==> src/rtl/reg1_pkg.sv <==
// Shared definitions for the reg1 register family: default word width and
// the serializer state encoding.
package reg1_pkg;

  localparam int REG1_WIDTH = 4;

  typedef enum logic [1:0] {
    S_IDLE   = 2'd0,
    S_SHIFT  = 2'd1,
    S_PARITY = 2'd2
  } state_t;

endpackage

==> src/rtl/reg1_bit_ctr.sv <==
// Bit-position counter for the serializer: synchronous active-low clear,
// increment enable and a terminal-count flag at WIDTH-1.
module reg1_bit_ctr
  import reg1_pkg::*;
#(
  parameter int WIDTH = REG1_WIDTH,
  localparam int CW = (WIDTH > 1) ? $clog2(WIDTH) : 1
) (
  input  logic          clk,
  input  logic          clr_n,
  input  logic          inc,
  output logic [CW-1:0] cnt,
  output logic          tc
);

  logic [CW-1:0] cnt_reg;

  // Clear has priority so a new word always starts from bit 0.
  always_ff @(posedge clk) begin
    if (!clr_n) begin
      cnt_reg <= '0;
    end else if (inc) begin
      cnt_reg <= cnt_reg + CW'(1);
    end
  end

  assign cnt = cnt_reg;
  assign tc  = (cnt_reg == CW'(WIDTH - 1));

endmodule

==> src/rtl/reg1_piso_tx.sv <==
// Parallel-in serial-out transmitter: takes a word over valid/ready and shifts
// it out LSB first with first/last framing and an optional even-parity beat.
module reg1_piso_tx
  import reg1_pkg::*;
#(
  parameter int WIDTH  = REG1_WIDTH,
  parameter int PARITY = 0
) (
  input  logic             clk,
  input  logic             en,
  input  logic             load_valid,
  output logic             load_ready,
  input  logic [WIDTH-1:0] numin,
  output logic             ser_out,
  output logic             ser_valid,
  input  logic             ser_ready,
  output logic             ser_first,
  output logic             ser_last,
  output logic             busy
);

  localparam int CW = (WIDTH > 1) ? $clog2(WIDTH) : 1;

  state_t           state_reg, state_next;
  logic [WIDTH-1:0] shreg_reg;
  logic [WIDTH-1:0] shift_val;
  logic             par_reg;
  logic [CW-1:0]    cnt;
  logic             tc;
  logic             load_fire;
  logic             shift_fire;

  assign load_fire  = (state_reg == S_IDLE) && load_valid;
  assign shift_fire = (state_reg == S_SHIFT) && ser_ready;

  // Right shift with zero fill at the MSB.
  for (genvar gi = 0; gi < WIDTH; gi++) begin : g_shift
    if (gi == WIDTH - 1) begin : g_msb
      assign shift_val[gi] = 1'b0;
    end else begin : g_lo
      assign shift_val[gi] = shreg_reg[gi+1];
    end
  end

  reg1_bit_ctr #(.WIDTH(WIDTH)) u_ctr (
    .clk   (clk),
    .clr_n (en && !load_fire),
    .inc   (shift_fire),
    .cnt   (cnt),
    .tc    (tc)
  );

  always_ff @(posedge clk) begin
    if (!en) begin
      state_reg <= S_IDLE;
      shreg_reg <= '0;
      par_reg   <= 1'b0;
    end else begin
      state_reg <= state_next;
      if (load_fire) begin
        shreg_reg <= numin;
        par_reg   <= ^numin;
      end else if (shift_fire) begin
        shreg_reg <= shift_val;
      end
    end
  end

  // Outputs depend only on registered state, so nothing is held up by ser_ready.
  always_comb begin
    state_next = state_reg;
    load_ready = 1'b0;
    ser_valid  = 1'b0;
    ser_out    = 1'b0;
    ser_first  = 1'b0;
    ser_last   = 1'b0;
    busy       = (state_reg != S_IDLE);
    case (state_reg)
      S_IDLE: begin
        load_ready = 1'b1;
        if (load_valid) state_next = S_SHIFT;
      end
      S_SHIFT: begin
        ser_valid = 1'b1;
        ser_out   = shreg_reg[0];
        ser_first = (cnt == '0);
        ser_last  = tc && (PARITY == 0);
        if (ser_ready && tc) state_next = (PARITY != 0) ? S_PARITY : S_IDLE;
      end
      S_PARITY: begin
        ser_valid = 1'b1;
        ser_out   = par_reg;
        ser_last  = 1'b1;
        if (ser_ready) state_next = S_IDLE;
      end
      default: state_next = S_IDLE;
    endcase
  end

endmodule

==> config.mk <==
export PLATFORM = sky130hd
export DESIGN_NAME = reg1_piso_tx
export DESIGN_NICKNAME = d
export VERILOG_FILES = /design/src/rtl/reg1_pkg.sv /design/src/rtl/reg1_bit_ctr.sv /design/src/rtl/reg1_piso_tx.sv
export SDC_FILE = /design/constraint.sdc
export NUM_CORES = 1
export LEC_CHECK = 0
export BUFFER_PORTS_ARGS = -buffer_cell sky130_fd_sc_hd__buf_2
export CAP_MARGIN = 0
export CORE_AREA = 2 2 39 41
export CTS_BUF_LIST = sky130_fd_sc_hd__clkbuf_8
export DETAILED_ROUTE_END_ITERATION = 6
export DIE_AREA = 0 0 41 43
export PLACE_DENSITY = 0.57
export SLEW_MARGIN = 20
export SYNTH_ARGS = -nofsm -noshare
export SYNTH_HDL_FRONTEND = slang
export SYNTH_SLANG_ARGS = --single-unit
export TNS_END_PERCENT = 20
==> constraint.sdc <==
create_clock -name clk -period 1.9 [get_ports clk]
set_clock_uncertainty 0.05 [all_clocks]
set_input_delay 0.19 -clock clk [delete_from_list [all_inputs] [get_ports clk]]
set_output_delay 0.19 -clock clk [all_outputs]
set_load 0.02 [all_outputs]
[Word-level counts from Yosys, hierarchy flattened]
Cells that the tools add are included.
Widths: inputs -> output; s select.
Cells by class
  add/sub/neg operators: 1
  multiply operators: 0
  div/mod/pow operators: 0
  magnitude comparators: 0
  eq/ne operators: 6
  shifts and indexed selects: 0
  multiplexer cells: 11
  bitwise gates (word level): 0
  reductions and logical operators: 12
Operators by type and width (number)
  $mux 4: 2
  $mux 2: 3
  $pmux 2 s3: 1
  $eq 2x2->1 const B: 2
  $logic_and 1x1->1: 4
  $logic_not 2->1: 2
  $ne 2x2->1 const B: 2
  $pmux 1 s2: 2
  $reduce_bool 2->1: 2
  $reduce_xor 4->1: 1
  $mux 1: 3
  $reduce_and 3->1: 1
  $add 2x1->2 const B: 1
  $eq 2x1->1 const B: 1
  $ne 2x1->1 const B: 1
  $reduce_or 2->1: 1
  $logic_not 1->1: 1
Word-level totals
  bits in registers: 9
  latch bits: 0
  RAM bits: 0
  memory bits (read-only): 0
  input port bits: 8
  word-level logic and storage cells: 34
  memories kept: 0

[Logic depth before layout (Yosys ltp)]
  word-level depth: 4
  depth in mapped cells: 4
  mapped depth without buffers: 4

[Modules after synthesis]
A second synthesis with hierarchy kept.
Unflattened totals
  cell total of the unflattened synthesis: 36
  area, all modules: 334.1 sq um
By module, submodules not included
  reg1_piso_tx: instances 1, cells each 29, area each 250.2 sq um, seq. area each 100.1 sq um
  reg1_bit_ctr: instances 1, cells each 7, area each 83.8 sq um, seq. area each 40.0 sq um

[Worst setup path before layout]
OpenSTA, ideal clock, no wires.
  path type: reg2reg
  from: register state_reg[0]
  to: register shreg_reg[2]
  setup time: 122 ps
  arrival time: 934 ps
  required time: 1728 ps
  setup slack: 793 ps
  cell stages (with the launch flop): 4
  path buffers: 0
  path through: dfxtp_1 > and2b_2 > a32oi_1 > a21boi_1
On the way
  word-level cells in the longest chain between the ends: 3
  elaborated cells between the ends (all ways): 6
  those cells by class: eq/ne (1); mux (1); reduce/logical (4)
Ends and longest elaborated chain
  start: declaration: RTL line reg1_piso_tx.sv:24  | state_t state_reg, state_next;
  start signal: assignment: RTL line reg1_piso_tx.sv:59  | state_reg <= state_next;
  $eq 2x1->1 or $logic_not 2->1 (tied branches): RTL line reg1_piso_tx.sv:34, reg1_piso_tx.sv:33
  $logic_and 1x1->1 (on tied branches): RTL line reg1_piso_tx.sv:34, reg1_piso_tx.sv:33
  $reduce_bool 2->1 (no source line) or $mux 4 (tied branches)
  end signal: assignment: RTL line reg1_piso_tx.sv:61  | shreg_reg <= numin;
  end signal: assignment: RTL line reg1_piso_tx.sv:64  | shreg_reg <= shift_val;
  end: declaration: RTL line reg1_piso_tx.sv:25  | logic [WIDTH-1:0] shreg_reg;
Parallel ways exist; a longest one is shown, timed or not.
A chain may end at the register's enable or synchronous reset.

[Worst setup path in the final report]
  from: register state_reg[0]
  to: output port ser_last
On the way
  word-level cells in the longest chain between the ends: 2
  elaborated cells between the ends (all ways): 3
  those cells by class: eq/ne (2); mux (1)
Ends and longest elaborated chain
  $eq 2x2->1 or $eq 2x1->1 (tied branches): RTL line reg1_piso_tx.sv:78  | case (state_reg)
  $pmux 1 s2 *: RTL line reg1_piso_tx.sv:78
  end: declaration: RTL line reg1_piso_tx.sv:18  | output logic ser_last,
Mark *: on every way between the ends. The rest lies on a longest branch, timed or not.

==> summary.json <==
{
  "worst_path_required_time": {"value": 1.66, "unit": "ns"},
  "post_synth.cell_area_avg": {"value": 9.26, "unit": "um^2"},
  "drt_first_pass_iters": {"value": 2},
  "max_clk_rate": {"value": 720, "unit": "MHz"},
  "setup_repair_after_global_routing_missed_its_margin": {"value": "no"},
  "drt_wl_total": {"value": 711, "unit": "um"},
  "core_area": {"value": 1380, "unit": "um^2"},
  "remaining_routing_drc_violations": {"value": 0},
  "synth.top_cells.by_count": {"value": "sky130_fd_sc_hd__dfxtp_1 (7), sky130_fd_sc_hd__nand3_1 (4)"},
  "pin_count": {"value": 14},
  "synth_ff_type": {"value": "sky130_fd_sc_hd__dfxtp_1"},
  "min-delay-path-class": {"value": "primary input to flop"},
  "synth_seq_cells": {"value": 7},
  "p_sw_frac": {"value": 0.238},
  "status": {"value": "complete, no violations"},
  "post_cts_resized": {"value": 0},
  "cap_viol_max_count": {"value": 0},
  "worst_min_delay_path_startpoint": {"value": "numin[3]"},
  "critical_path.slowest_cell": {"value": "sky130_fd_sc_hd__dfxtp_1"},
  "worst_ir_drop_vdd": {"value": 0.540, "unit": "mV"},
  "cts.sinks": {"value": 7},
  "detailedPlace.worstSlack": {"value": 0.647, "unit": "ns"},
  "power.sequential.fraction": {"value": 0.389},
  "numCtsBuffers": {"value": 3},
  "internal-power": {"value": 0.000321, "unit": "W"},
  "later_pin_clock_latency_in_the_skew_report": {"value": 0.23, "unit": "ns"},
  "via_per_inst": {"value": 4.51},
  "setup-tns-final": {"value": 0, "unit": "ns"},
  "insertedDiodeCount": {"value": 0},
  "layout-drive-gt1-share": {"value": 0.400},
  "power.density": {"value": 874, "unit": "nW/um^2"},
  "end_kind": {"value": "primary output"},
  "cts_tree": {"value": "done"},
  "synth_enable_flop_cells": {"value": 0},
  "post-synth-top-count-cell": {"value": "sky130_fd_sc_hd__dfxtp_1"},
  "cts_buffer_depth": {"value": 2},
  "initial_core_utilization": {"value": 0.268},
  "htreeDepth": {"value": 1},
  "criticalPathCategory": {"value": "flop to primary output"},
  "crit-reg2reg-launch": {"value": "state_reg[0]"},
  "start_kind": {"value": "flop"},
  "route.antenna.remaining_nets": {"value": 0},
  "grt_start_max_net_pins": {"value": 14},
  "globalRouteOverflowTotal": {"value": 0},
  "syn_nets": {"value": 50},
  "detail_route.iter0.violations": {"value": 1},
  "syn_area": {"value": 370, "unit": "um^2"},
  "die_h": {"value": 43, "unit": "um"},
  "synthCells": {"value": 40},
  "share_comb_of_total_power": {"value": 0.132},
  "hold_violations": {"value": 0},
  "post-synth-top-area-cell": {"value": "sky130_fd_sc_hd__dfxtp_1"},
  "timing.critical_path.slowest_cell_delay": {"value": 0.54, "unit": "ns"},
  "final.period_utilization": {"value": 0.731},
  "crit_family": {"value": "flip-flops"},
  "synthArstFlopShare": {"value": 0},
  "count_of_nets_after_finishing": {"value": 66},
  "static-leakage-power": {"value": 0.229, "unit": "nW"},
  "grt_first_pass_wirelength": {"value": 1210, "unit": "um"},
  "finalCoreUtilization": {"value": 0.348},
  "timing.final.max_slew_violations": {"value": 0},
  "track_usage": {"value": 0.107},
  "globalplace.congestion": {"value": 0.721},
  "routed_wire_length_per_instance": {"value": 10.0, "unit": "um"},
  "postLayoutSetupSlackWorst": {"value": 0.511, "unit": "ns"},
  "critical_path.startpoint": {"value": "state_reg[0]"},
  "max_slew_margin": {"value": 0.750},
  "synthTopCellsByArea": {"value": "sky130_fd_sc_hd__dfxtp_1 (38%), sky130_fd_sc_hd__ha_1 (6.8%), sky130_fd_sc_hd__a21boi_1 (6.1%), sky130_fd_sc_hd__and2_2 (6.1%), sky130_fd_sc_hd__nand3_1 (5.4%)"},
  "power.clock.fraction": {"value": 0.479},
  "cp.arrival": {"value": 1.15, "unit": "ns"},
  "vias": {"value": 320},
  "cell_chain_critical_path": {"value": "and2_2 > buf_2"},
  "final_period_minus_worst_setup_slack": {"value": 1.39, "unit": "ns"},
  "ctsRootBufferMaster": {"value": "sky130_fd_sc_hd__clkbuf_8"},
  "antenna_found_initial": {"value": 0},
  "area_growth": {"value": 30.1, "unit": "%"},
  "die-width": {"value": 41, "unit": "um"},
  "synth.yosys.warnings": {"value": 0},
  "portBuffers": {"value": 13},
  "number_of_library_cell_types_mapped_by_synthesis": {"value": 18},
  "cts.reportedPaths.clkPinSlew": {"value": 0.04, "unit": "ns"},
  "critical_path.max_fanout": {"value": 13},
  "floorplan.rows": {"value": 14},
  "grt_pass1_vias": {"value": 294},
  "ctsHoldBuffers": {"value": 0},
  "largest_register_ffs": {"value": 4},
  "die_area": {"value": 1760, "unit": "um^2"},
  "crit_buf_inv": {"value": 1},
  "worstMarginPinSlew": {"value": 0.374, "unit": "ns"},
  "setup_viol": {"value": 0},
  "post-cts-setup-buffer-count": {"value": 0},
  "hpwl": {"value": 568, "unit": "um"},
  "net-switching-power": {"value": 0.000100, "unit": "W"},
  "synth-seq-area-share": {"value": 0.378},
  "synth_top_cell_area_share": {"value": 0.378}
}
## area by class of cell
class                           count  area [um^2]
Clock inverter                      1         3.75
Tap cell                           16         20.0
Sequential cell                     7          140
Clock buffer                        3         41.3
Fill cell                         153          902
Inverter                            3         11.3
Multi-Input combinational cell     28          200
Timing Repair Buffer               13         65.1
## tightest hold or removal path, stage by stage
cell	delay, ns
sky130_fd_sc_hd__buf_2	0.09
sky130_fd_sc_hd__nand2_1	0.05
sky130_fd_sc_hd__a21boi_1	0.05
## layer usage
layer	vias to the layer above	part of all wire	GRT usage	wire length, um
li1	169	-	-	-
met1	136	0.44	0.119	316
met2	13	0.45	0.153	319
met3	2	0.097	0.0785	69
met4	0	0.0084	0.0400	6
met5	-	0	0	0
## cell usage in the layout (no fill, tap or decap)
cell type                   n
sky130_fd_sc_hd__nand3_1    4
sky130_fd_sc_hd__clkbuf_8   3
sky130_fd_sc_hd__dfxtp_1    7
sky130_fd_sc_hd__and2_2     3
sky130_fd_sc_hd__ha_1       2
sky130_fd_sc_hd__a21oi_1    3
sky130_fd_sc_hd__mux2i_1    1
sky130_fd_sc_hd__nor2_1     1
sky130_fd_sc_hd__nand2_4    1
sky130_fd_sc_hd__nand2b_4   1
sky130_fd_sc_hd__xnor2_1    1
sky130_fd_sc_hd__and2b_2    1
sky130_fd_sc_hd__a32oi_1    2
sky130_fd_sc_hd__o21ai_0    2
sky130_fd_sc_hd__a21boi_1   3
sky130_fd_sc_hd__buf_2     13
sky130_fd_sc_hd__inv_1      4
sky130_fd_sc_hd__nand2_1    3
## worst paths after layout
check,to,slack [ns],depth (start not counted)
setup / recovery,ser_last,0.51,2
hold / removal,shreg_reg[3],0.16,3
setup reg to reg,shreg_reg[2],0.65,3
hold reg to reg,shreg_reg[0],0.41,2
## power by group through the flow
| stage | Clock (W) | Sequential [W] | Combinational [W] |
|---|---|---|---|
| after floorplan | 0 | 0.000164 | 0.0000409 |
| after global placement | 0 | 0.000166 | 0.0000555 |
| after detailed placement | 0 | 0.000166 | 0.0000567 |
| after CTS | 0.000210 | 0.000164 | 0.0000568 |
| after global routing | 0.000225 | 0.000165 | 0.0000626 |
| final | 0.000202 | 0.000164 | 0.0000556 |
## cells by family after synthesis
family | Yosys count | share of synthesized area
XOR/XNOR | 1 | 0.0237
flip-flops | 7 | 0.378
AND/OR/NAND/NOR | 14 | 0.247
AO/OA/AOI/OAI | 10 | 0.176
buffers and inverters | 5 | 0.0811
multiplexers | 1 | 0.0270
adder cells (fa/ha/maj) | 2 | 0.0676
## per-stage QoR
step                area [um^2]  power, W  hold slack [ns]  cells
floorplan                   370  0.000205            0.229     40
global placement            437  0.000222            0.397     67
detailed placement          437  0.000223            0.398     67
CTS                         482  0.000430            0.162     71
global route                482  0.000452            0.155     71
finish                      482  0.000421            0.161     71
No activity file was read; power rests on OpenSTA's default activity.
